File: config.mk
export PLATFORM = sky130hd
export DESIGN_NAME = tank_field_renderer
export DESIGN_NICKNAME = d
export VERILOG_FILES = /design/src/rtl/tank_pkg.sv /design/src/rtl/vga_timing_gen.sv /design/src/rtl/tank_field_renderer.sv
export SDC_FILE = /design/constraint.sdc
export NUM_CORES = 1
export LEC_CHECK = 0
export CORE_MARGIN = 4
export CORE_UTILIZATION = 25
export DETAILED_ROUTE_END_ITERATION = 6
export SETUP_SLACK_MARGIN = 0.3
export SYNTH_ARGS = -nofsm -noshare
export SYNTH_HDL_FRONTEND = slang
export SYNTH_SLANG_ARGS = --single-unit
File: constraint.sdc
create_clock -name clk_25m -period 4.7 [get_ports clk_25m]
set_input_delay 1.41 -clock clk_25m [delete_from_list [all_inputs] [get_ports clk_25m]]
set_output_delay 1.41 -clock clk_25m [all_outputs]
set_load 0.005 [all_outputs]
File: src/rtl/tank_pkg.sv
// Shared types, constants and sprite geometry for the tank field renderer.
package tank_pkg;

    typedef enum logic [1:0] {
        HEAD_UP    = 2'd0,
        HEAD_DOWN  = 2'd1,
        HEAD_LEFT  = 2'd2,
        HEAD_RIGHT = 2'd3
    } heading_t;

    localparam int TILE = 10;

    // Index 0 is the leftmost entry; tank i is drawn in PALETTE[i].
    localparam logic [0:7][23:0] PALETTE = {
        24'hFF4040, 24'h40FF40, 24'h4040FF, 24'hFFFF40,
        24'hFF40FF, 24'h40FFFF, 24'hFFA000, 24'hFFFFFF
    };

    function automatic logic in_range(input logic [3:0] val, input logic [3:0] lo,
                                      input logic [3:0] hi);
        return (val >= lo) && (val <= hi);
    endfunction

    // Returns {barrel, body} for one sub-pixel of a tank tile.
    function automatic logic [1:0] shape_hit(input heading_t head, input logic [3:0] sx,
                                             input logic [3:0] sy);
        logic barrel;
        logic body;
        barrel = 1'b0;
        body   = 1'b0;
        case (head)
            HEAD_UP: begin
                barrel = in_range(sx, 4'd4, 4'd5) && in_range(sy, 4'd0, 4'd3);
                body   = in_range(sx, 4'd2, 4'd7) && in_range(sy, 4'd4, 4'd9);
            end
            HEAD_DOWN: begin
                barrel = in_range(sx, 4'd4, 4'd5) && in_range(sy, 4'd6, 4'd9);
                body   = in_range(sx, 4'd2, 4'd7) && in_range(sy, 4'd0, 4'd5);
            end
            HEAD_LEFT: begin
                barrel = in_range(sx, 4'd0, 4'd3) && in_range(sy, 4'd4, 4'd5);
                body   = in_range(sx, 4'd4, 4'd9) && in_range(sy, 4'd2, 4'd7);
            end
            HEAD_RIGHT: begin
                barrel = in_range(sx, 4'd6, 4'd9) && in_range(sy, 4'd4, 4'd5);
                body   = in_range(sx, 4'd0, 4'd5) && in_range(sy, 4'd2, 4'd7);
            end
        endcase
        return {barrel, body};
    endfunction

endpackage

File: src/rtl/vga_timing_gen.sv
// Display timing: line/frame counters, raw sync/de, frame tick and tile-grid counters.
module vga_timing_gen
    import tank_pkg::*;
#(
    parameter int H_ACTIVE = 640,
    parameter int H_FP     = 16,
    parameter int H_SYNC   = 96,
    parameter int H_BP     = 48,
    parameter int V_ACTIVE = 480,
    parameter int V_FP     = 10,
    parameter int V_SYNC   = 2,
    parameter int V_BP     = 33,
    parameter bit SYNC_POL = 1'b0,
    parameter int XW       = $clog2(H_ACTIVE / TILE),
    parameter int YW       = $clog2(V_ACTIVE / TILE)
) (
    input  logic          clk_25m,
    input  logic          rst_n,
    output logic          hsync,
    output logic          vsync,
    output logic          de,
    output logic          frame_tick,
    output logic [XW-1:0] tile_x,
    output logic [YW-1:0] tile_y,
    output logic [3:0]    sub_x,
    output logic [3:0]    sub_y
);

    localparam int H_TOTAL      = H_ACTIVE + H_FP + H_SYNC + H_BP;
    localparam int V_TOTAL      = V_ACTIVE + V_FP + V_SYNC + V_BP;
    localparam int HW           = $clog2(H_TOTAL);
    localparam int VW           = $clog2(V_TOTAL);
    localparam int H_SYNC_START = H_ACTIVE + H_FP;
    localparam int V_SYNC_START = V_ACTIVE + V_FP;

    logic [HW-1:0] h_cnt;
    logic [VW-1:0] v_cnt;
    logic          h_last;
    logic          v_last;

    assign h_last = (h_cnt == HW'(H_TOTAL - 1));
    assign v_last = (v_cnt == VW'(V_TOTAL - 1));

    always_ff @(posedge clk_25m or negedge rst_n) begin
        if (!rst_n) begin
            h_cnt <= '0;
            v_cnt <= '0;
        end else if (h_last) begin
            h_cnt <= '0;
            v_cnt <= v_last ? '0 : v_cnt + VW'(1);
        end else begin
            h_cnt <= h_cnt + HW'(1);
        end
    end

    // Tile counters track h_cnt/v_cnt so pixel (h,v) sees tile h/10 and sub-pixel h%10.
    always_ff @(posedge clk_25m or negedge rst_n) begin
        if (!rst_n) begin
            sub_x  <= '0;
            tile_x <= '0;
        end else if (h_last) begin
            sub_x  <= '0;
            tile_x <= '0;
        end else if (sub_x == 4'd9) begin
            sub_x  <= '0;
            tile_x <= tile_x + XW'(1);
        end else begin
            sub_x <= sub_x + 4'd1;
        end
    end

    always_ff @(posedge clk_25m or negedge rst_n) begin
        if (!rst_n) begin
            sub_y  <= '0;
            tile_y <= '0;
        end else if (h_last) begin
            if (v_last) begin
                sub_y  <= '0;
                tile_y <= '0;
            end else if (sub_y == 4'd9) begin
                sub_y  <= '0;
                tile_y <= tile_y + YW'(1);
            end else begin
                sub_y <= sub_y + 4'd1;
            end
        end
    end

    assign hsync = (h_cnt >= HW'(H_SYNC_START) && h_cnt < HW'(H_SYNC_START + H_SYNC))
                   ? SYNC_POL : ~SYNC_POL;
    assign vsync = (v_cnt >= VW'(V_SYNC_START) && v_cnt < VW'(V_SYNC_START + V_SYNC))
                   ? SYNC_POL : ~SYNC_POL;
    assign de         = (h_cnt < HW'(H_ACTIVE)) && (v_cnt < VW'(V_ACTIVE));
    assign frame_tick = (h_cnt == '0) && (v_cnt == VW'(V_ACTIVE));

endmodule

File: src/rtl/tank_field_renderer.sv
// Tank game video pipeline: per-tank heading/position state and a two-stage sprite renderer.
module tank_field_renderer
    import tank_pkg::*;
#(
    parameter int          H_ACTIVE  = 640,
    parameter int          H_FP      = 16,
    parameter int          H_SYNC    = 96,
    parameter int          H_BP      = 48,
    parameter int          V_ACTIVE  = 480,
    parameter int          V_FP      = 10,
    parameter int          V_SYNC    = 2,
    parameter int          V_BP      = 33,
    parameter bit          SYNC_POL  = 1'b0,
    parameter int          NUM_TANKS = 5,
    parameter int          MOVE_DIV  = 1,
    parameter logic [23:0] BG_RGB    = 24'h000000
) (
    input  logic                   clk_25m,
    input  logic                   rst_n,
    input  logic [4*NUM_TANKS-1:0] dir_in,
    input  logic [NUM_TANKS-1:0]   tank_en,
    output logic [7:0]             red,
    output logic [7:0]             green,
    output logic [7:0]             blue,
    output logic                   hsync,
    output logic                   vsync,
    output logic                   de,
    output logic                   frame_tick
);

    localparam int GRID_W = H_ACTIVE / TILE;
    localparam int GRID_H = V_ACTIVE / TILE;
    localparam int XW     = $clog2(GRID_W);
    localparam int YW     = $clog2(GRID_H);

    logic          raw_hsync;
    logic          raw_vsync;
    logic          raw_de;
    logic [XW-1:0] tile_x;
    logic [YW-1:0] tile_y;
    logic [3:0]    sub_x;
    logic [3:0]    sub_y;

    vga_timing_gen #(
        .H_ACTIVE (H_ACTIVE),
        .H_FP     (H_FP),
        .H_SYNC   (H_SYNC),
        .H_BP     (H_BP),
        .V_ACTIVE (V_ACTIVE),
        .V_FP     (V_FP),
        .V_SYNC   (V_SYNC),
        .V_BP     (V_BP),
        .SYNC_POL (SYNC_POL),
        .XW       (XW),
        .YW       (YW)
    ) u_timing (
        .clk_25m    (clk_25m),
        .rst_n      (rst_n),
        .hsync      (raw_hsync),
        .vsync      (raw_vsync),
        .de         (raw_de),
        .frame_tick (frame_tick),
        .tile_x     (tile_x),
        .tile_y     (tile_y),
        .sub_x      (sub_x),
        .sub_y      (sub_y)
    );

    logic [3:0] move_cnt;
    logic       move_now;

    assign move_now = frame_tick && (move_cnt == 4'd0);

    always_ff @(posedge clk_25m or negedge rst_n) begin
        if (!rst_n) begin
            move_cnt <= '0;
        end else if (frame_tick) begin
            move_cnt <= (move_cnt == 4'(MOVE_DIV - 1)) ? 4'd0 : move_cnt + 4'd1;
        end
    end

    logic [NUM_TANKS-1:0] hit;

    for (genvar i = 0; i < NUM_TANKS; i++) begin : g_tank
        logic [3:0]    slice;
        logic          one_hot;
        logic          one_hot_q;
        heading_t      slice_head;
        heading_t      head;
        logic [XW-1:0] pos_x;
        logic [YW-1:0] pos_y;

        assign slice   = dir_in[4*i +: 4];
        assign one_hot = $onehot(slice);

        always_comb begin
            slice_head = HEAD_RIGHT;
            if (slice[3]) begin
                slice_head = HEAD_UP;
            end else if (slice[2]) begin
                slice_head = HEAD_DOWN;
            end else if (slice[1]) begin
                slice_head = HEAD_LEFT;
            end
        end

        // The move reads the heading before this edge's load, so a same-cycle change waits a move.
        always_ff @(posedge clk_25m or negedge rst_n) begin
            if (!rst_n) begin
                one_hot_q <= 1'b0;
                head      <= HEAD_UP;
                pos_x     <= XW'(4 * i);
                pos_y     <= '0;
            end else begin
                one_hot_q <= one_hot;
                if (tank_en[i]) begin
                    if (one_hot) begin
                        head <= slice_head;
                    end
                    if (move_now && one_hot_q) begin
                        case (head)
                            HEAD_UP:    if (pos_y != '0) pos_y <= pos_y - YW'(1);
                            HEAD_DOWN:  if (pos_y != YW'(GRID_H - 1)) pos_y <= pos_y + YW'(1);
                            HEAD_LEFT:  if (pos_x != '0) pos_x <= pos_x - XW'(1);
                            HEAD_RIGHT: if (pos_x != XW'(GRID_W - 1)) pos_x <= pos_x + XW'(1);
                        endcase
                    end
                end
            end
        end

        assign hit[i] = tank_en[i] && (tile_x == pos_x) && (tile_y == pos_y)
                        && (shape_hit(head, sub_x, sub_y) != 2'b00);
    end

    logic [2:0] sel;

    always_comb begin
        sel = '0;
        for (int i = NUM_TANKS - 1; i >= 0; i--) begin
            if (hit[i]) begin
                sel = 3'(i);
            end
        end
    end

    logic [NUM_TANKS-1:0] hit_q;
    logic [2:0]           sel_q;
    logic                 de_q;
    logic                 hsync_q;
    logic                 vsync_q;

    always_ff @(posedge clk_25m or negedge rst_n) begin
        if (!rst_n) begin
            hit_q   <= '0;
            sel_q   <= '0;
            de_q    <= 1'b0;
            hsync_q <= ~SYNC_POL;
            vsync_q <= ~SYNC_POL;
        end else begin
            hit_q   <= hit;
            sel_q   <= sel;
            de_q    <= raw_de;
            hsync_q <= raw_hsync;
            vsync_q <= raw_vsync;
        end
    end

    always_ff @(posedge clk_25m or negedge rst_n) begin
        if (!rst_n) begin
            {red, green, blue} <= '0;
            de                 <= 1'b0;
            hsync              <= ~SYNC_POL;
            vsync              <= ~SYNC_POL;
        end else begin
            if (!de_q) begin
                {red, green, blue} <= '0;
            end else if (|hit_q) begin
                {red, green, blue} <= PALETTE[sel_q];
            end else begin
                {red, green, blue} <= BG_RGB;
            end
            de    <= de_q;
            hsync <= hsync_q;
            vsync <= vsync_q;
        end
    end

endmodule

==> reports/qor.yml <==
synthesis:
  synthFlopType: "dfrtp_1"
  synthMuxAreaShare_pct: 3.42
  ys_warn_count: 0
  synth_cell_types: 64
  synth_top_family_by_area: "simple AND/OR/NAND/NOR gates"
  synth-compound-area-share_pct: 12.1
  synth_area_mm2: 0.00943
  synth_fa_ha_area_share_pct: 11.4
  syn_nets: 1045
  yosys.area_share.simple_pct: 18.5
  seq_area_frac_synth_pct: 37.0
  synth_enable_flop_cells: 0
  synth_xor_area_share_pct: 12.5
  avgSynthCellArea_um2: 10.0
  synthCells: 941
  ys_async_sr_fraction_pct: 100
  ys_seq_elements: 139
finish:
  multi_input_area_mm2: 0.00547
  final_area_mm2: 0.0109
  n_antenna_cell: 0
  area_delta_synth_final_pct: 16.0
  nets: 1075
  seq_area_mm2: 0.00349
  fill_cells: 3816
  drive_gt1_share_pct: 9.25
die:
  die_x_um: 202
  die_h_um: 202
  die-area_mm2: 0.0409
  io_pins: 55
  coreArea_mm2: 0.0369
  initial_core_util_pct: 25.6
  rows: 70
critical_path:
  path_class: "flip-flop to output port"
  crit_chain: "inv_1 -> ha_1 -> and4bb_2 -> nand3_1 -> nor2_1 -> clkdlybuf4s50_1"
  cp_max_fo: 6
  cp_slowest_stage_delay_ns: 0.52
  arrival_ns: 2.12
  crit_family: "buffers and inverters"
  critPathSlowestCell: "clkdlybuf4s50_1"
  end_kind: "output port"
  cp.buffers_inverters: 2
  critPathRequiredTime_ns: 3.29
  start_kind: "flip-flop"
clock_network:
  cts.htree.levels: 4
  clk_pin_slew_worst_paths_ns: 0.07
  numCtsBuffers: 17
  clock_sinks: 139
  post_cts_buffers: 0
  cts_hold_buffers: 0
  root_buffer: "clkbuf_16"
  postCtsResizedCells: 0
  clk_latency_ns: 0.43
  cts_tree: "built"
  cts.path.max_buffers: 2
timing:
  setup_ws_ns: 1.17
  setup_viol: 0
  rsz0062_at_grt: "false"
  max_slew.worst_pin.slew_ns: 1.03
  setup_tns_ns: 0
  drv_slew: 0
  hold_viol_final: 0
  finalCritPeriodShare_pct: 75.2
  max-slew-margin-rel_pct: 30.8
  fin_crit_ns: 3.53
  skew_ns: 0.0138
  max_freq_ghz: 0.283
global_route:
  antenna_found_initial: 0
  grt_max_degree: 67
  gr-usage-all-layers_pct: 10.5
  overflow: 0
  grt_pass1_vias: 6807
  grt_pass1_wl_mm: 35.4
outcome:
  outcome: "complete, no violations"
route:
  wl_per_cell_um: 14.0
  viasPerCell: 4.64
  drt-initial-drc-count: 516
  route.detailed.drc: 0
  via_count: 6898
  firstDrtPassIters: 5
  wl_mm: 20.9
  drtAntennaViolNets: 0
min_path:
  hold_class: "flip-flop to flip-flop"
run:
  max_cap_violations: 0
placement:
  place.gp.congestion: 0.772
  hpwl_mm: 15.2
  io_buffers: 54
  post-place-ws_ns: 0.813
  placed_cell_area_mm2: 0.0103
power_and_ir_drop:
  p_per_area_mw_per_mm2: 312
  ir_drop_mv: 0.191
  p_leak_nw: 4.84
final cells by class:
type                       count  area share, %
clock buffer                  19           4.05
clock inverter                13           1.25
inverter                      53           1.82
multi-input combinational    703           50.0
sequential                   139           31.9
tap                          504           5.77
timing repair buffer          57           5.16
registers in the layout (all words and copies together), names as in the netlist:
register / count
de: 1
red: 2
g_tank.one_hot_q: 5
g_tank.pos_x: 30
de_q: 1
hsync_q: 1
g_tank.head: 10
u_timing.sub_x: 4
u_timing.tile_y: 6
sel_q: 3
move_cnt: 4
blue: 2
u_timing.v_cnt: 10
u_timing.h_cnt: 10
hsync: 1
u_timing.sub_y: 4
vsync: 1
g_tank.pos_y: 30
hit_q: 5
vsync_q: 1
green: 2
u_timing.tile_x: 6
worst register-to-register path, cell delays in order, from the launching register on:
cell and delay (ns):
dfrtp_1 0.56, inv_1 0.21, a211oi_1 0.78, o22ai_1 0.20, o221ai_1 0.60, nand2_1 0.12
nor3b_1 0.27
cells in the final DEF (no fill, tap or decap), types with 7 or more instances in the layout:
master	Yosys	layout
a211oi_1	7	7
inv_1	53	53
nor3b_1	8	8
nor4_1	13	13
clkdlybuf4s50_1	0	53
nand3_1	20	20
nor3_1	17	17
nand4b_1	8	8
nor2_1	49	49
a21oi_1	33	33
a21o_1	21	21
xnor2_1	83	83
and4_1	9	9
xor2_1	52	52
fa_1	15	15
dfstp_2	9	9
ha_1	62	62
nand4_1	22	22
o21ai_0	55	55
dfrtp_1	130	130
nand2b_1	8	8
nand2_1	76	76
or4_1	7	7
mux2i_1	12	12
and2_1	12	12
nand4_4	7	7
and3_1	7	7
o41ai_1	12	12
mux2_2	18	18
clkbuf_16	0	17
worst paths after layout:
check / from / to / slack, ns / cells after the start
worst max-delay path: u_timing.v_cnt[1]$_DFFE_PN0P_ / frame_tick / 1.17 / 6
worst min-delay path: vsync_q$_DFF_PN1_ / vsync$_DFF_PN1_ / 0.36 / 0
worst max register to register: u_timing.sub_y[3]$_DFFE_PN0P_ / sel_q[2]$_DFF_PN0_ / 1.86 / 6
worst min register to register: vsync_q$_DFF_PN1_ / vsync$_DFF_PN1_ / 0.36 / 0
max in group asynchronous: rst_n / g_tank[3].pos_x[2]$_DFFE_PN1P_ / 2.85 / 2
min in group asynchronous: rst_n / u_timing.h_cnt[6]$_DFF_PN0_ / 0.98 / 1
synthesized netlist by cell type (9+ instances only):
cell / number / area, um2
fa_1: 15 / 300
and4_1: 9 / 78.8
nand2_1: 76 / 285
mux2i_1: 12 / 120
nor4_1: 13 / 81.3
o21ai_0: 55 / 275
nor3_1: 17 / 85.1
nand4_1: 22 / 138
nor2_1: 49 / 184
a21o_1: 21 / 158
o41ai_1: 12 / 105
buf_4: 18 / 135
nand3_1: 20 / 100
ha_1: 62 / 776
and2_1: 12 / 75.1
dfrtp_1: 130 / 3250
clkbuf_1: 19 / 71.3
mux2_2: 18 / 203
a21oi_1: 33 / 165
dfstp_2: 9 / 236
xnor2_1: 83 / 727
xor2_1: 52 / 455
inv_1: 53 / 199
power by group:
group | internal [mW] | switching, mW | leakage [nW] | total [mW]
combinational | 0.299 | 0.431 | 2.74 | 0.730
sequential | 1.24 | 0.121 | 1.84 | 1.36
clock | 0.757 | 0.565 | 0.268 | 1.32
cells by family (layout without fill, tap and decap cells):
logic type | Yosys count | count (layout)
AND/OR/NAND/NOR | 293 | 293
AO/OA/AOI/OAI | 168 | 168
flip-flops | 139 | 139
XOR/XNOR | 135 | 135
buffers and inverters | 99 | 142
adder cells (fa/ha/maj) | 77 | 77
multiplexers | 30 | 30
routing by layer:
metal	share of wire, %	up-vias	track usage (%)
li1	-	3394	-
met1	49	3383	14.4
met2	46	100	16.7
met3	3.0	21	1.89
met4	1.5	0	3.30
met5	0	-	0
per-stage QoR:
| step | std cells | hold slack (ns) | util (%) | power (mW) |
|---|---|---|---|---|
| floorplan | 941 | 0.345 | - | 1.92 |
| global placement | 1456 | 0.347 | 28.1 | 2.08 |
| detailed placement | 1456 | 0.348 | 28.1 | 2.11 |
| CTS | 1488 | 0.359 | 29.6 | 3.46 |
| global route | 1488 | 0.360 | 29.6 | 3.63 |
| finish | 1488 | 0.357 | 29.6 | 3.41 |
Note: power is estimated with default switching activity, not from simulation.
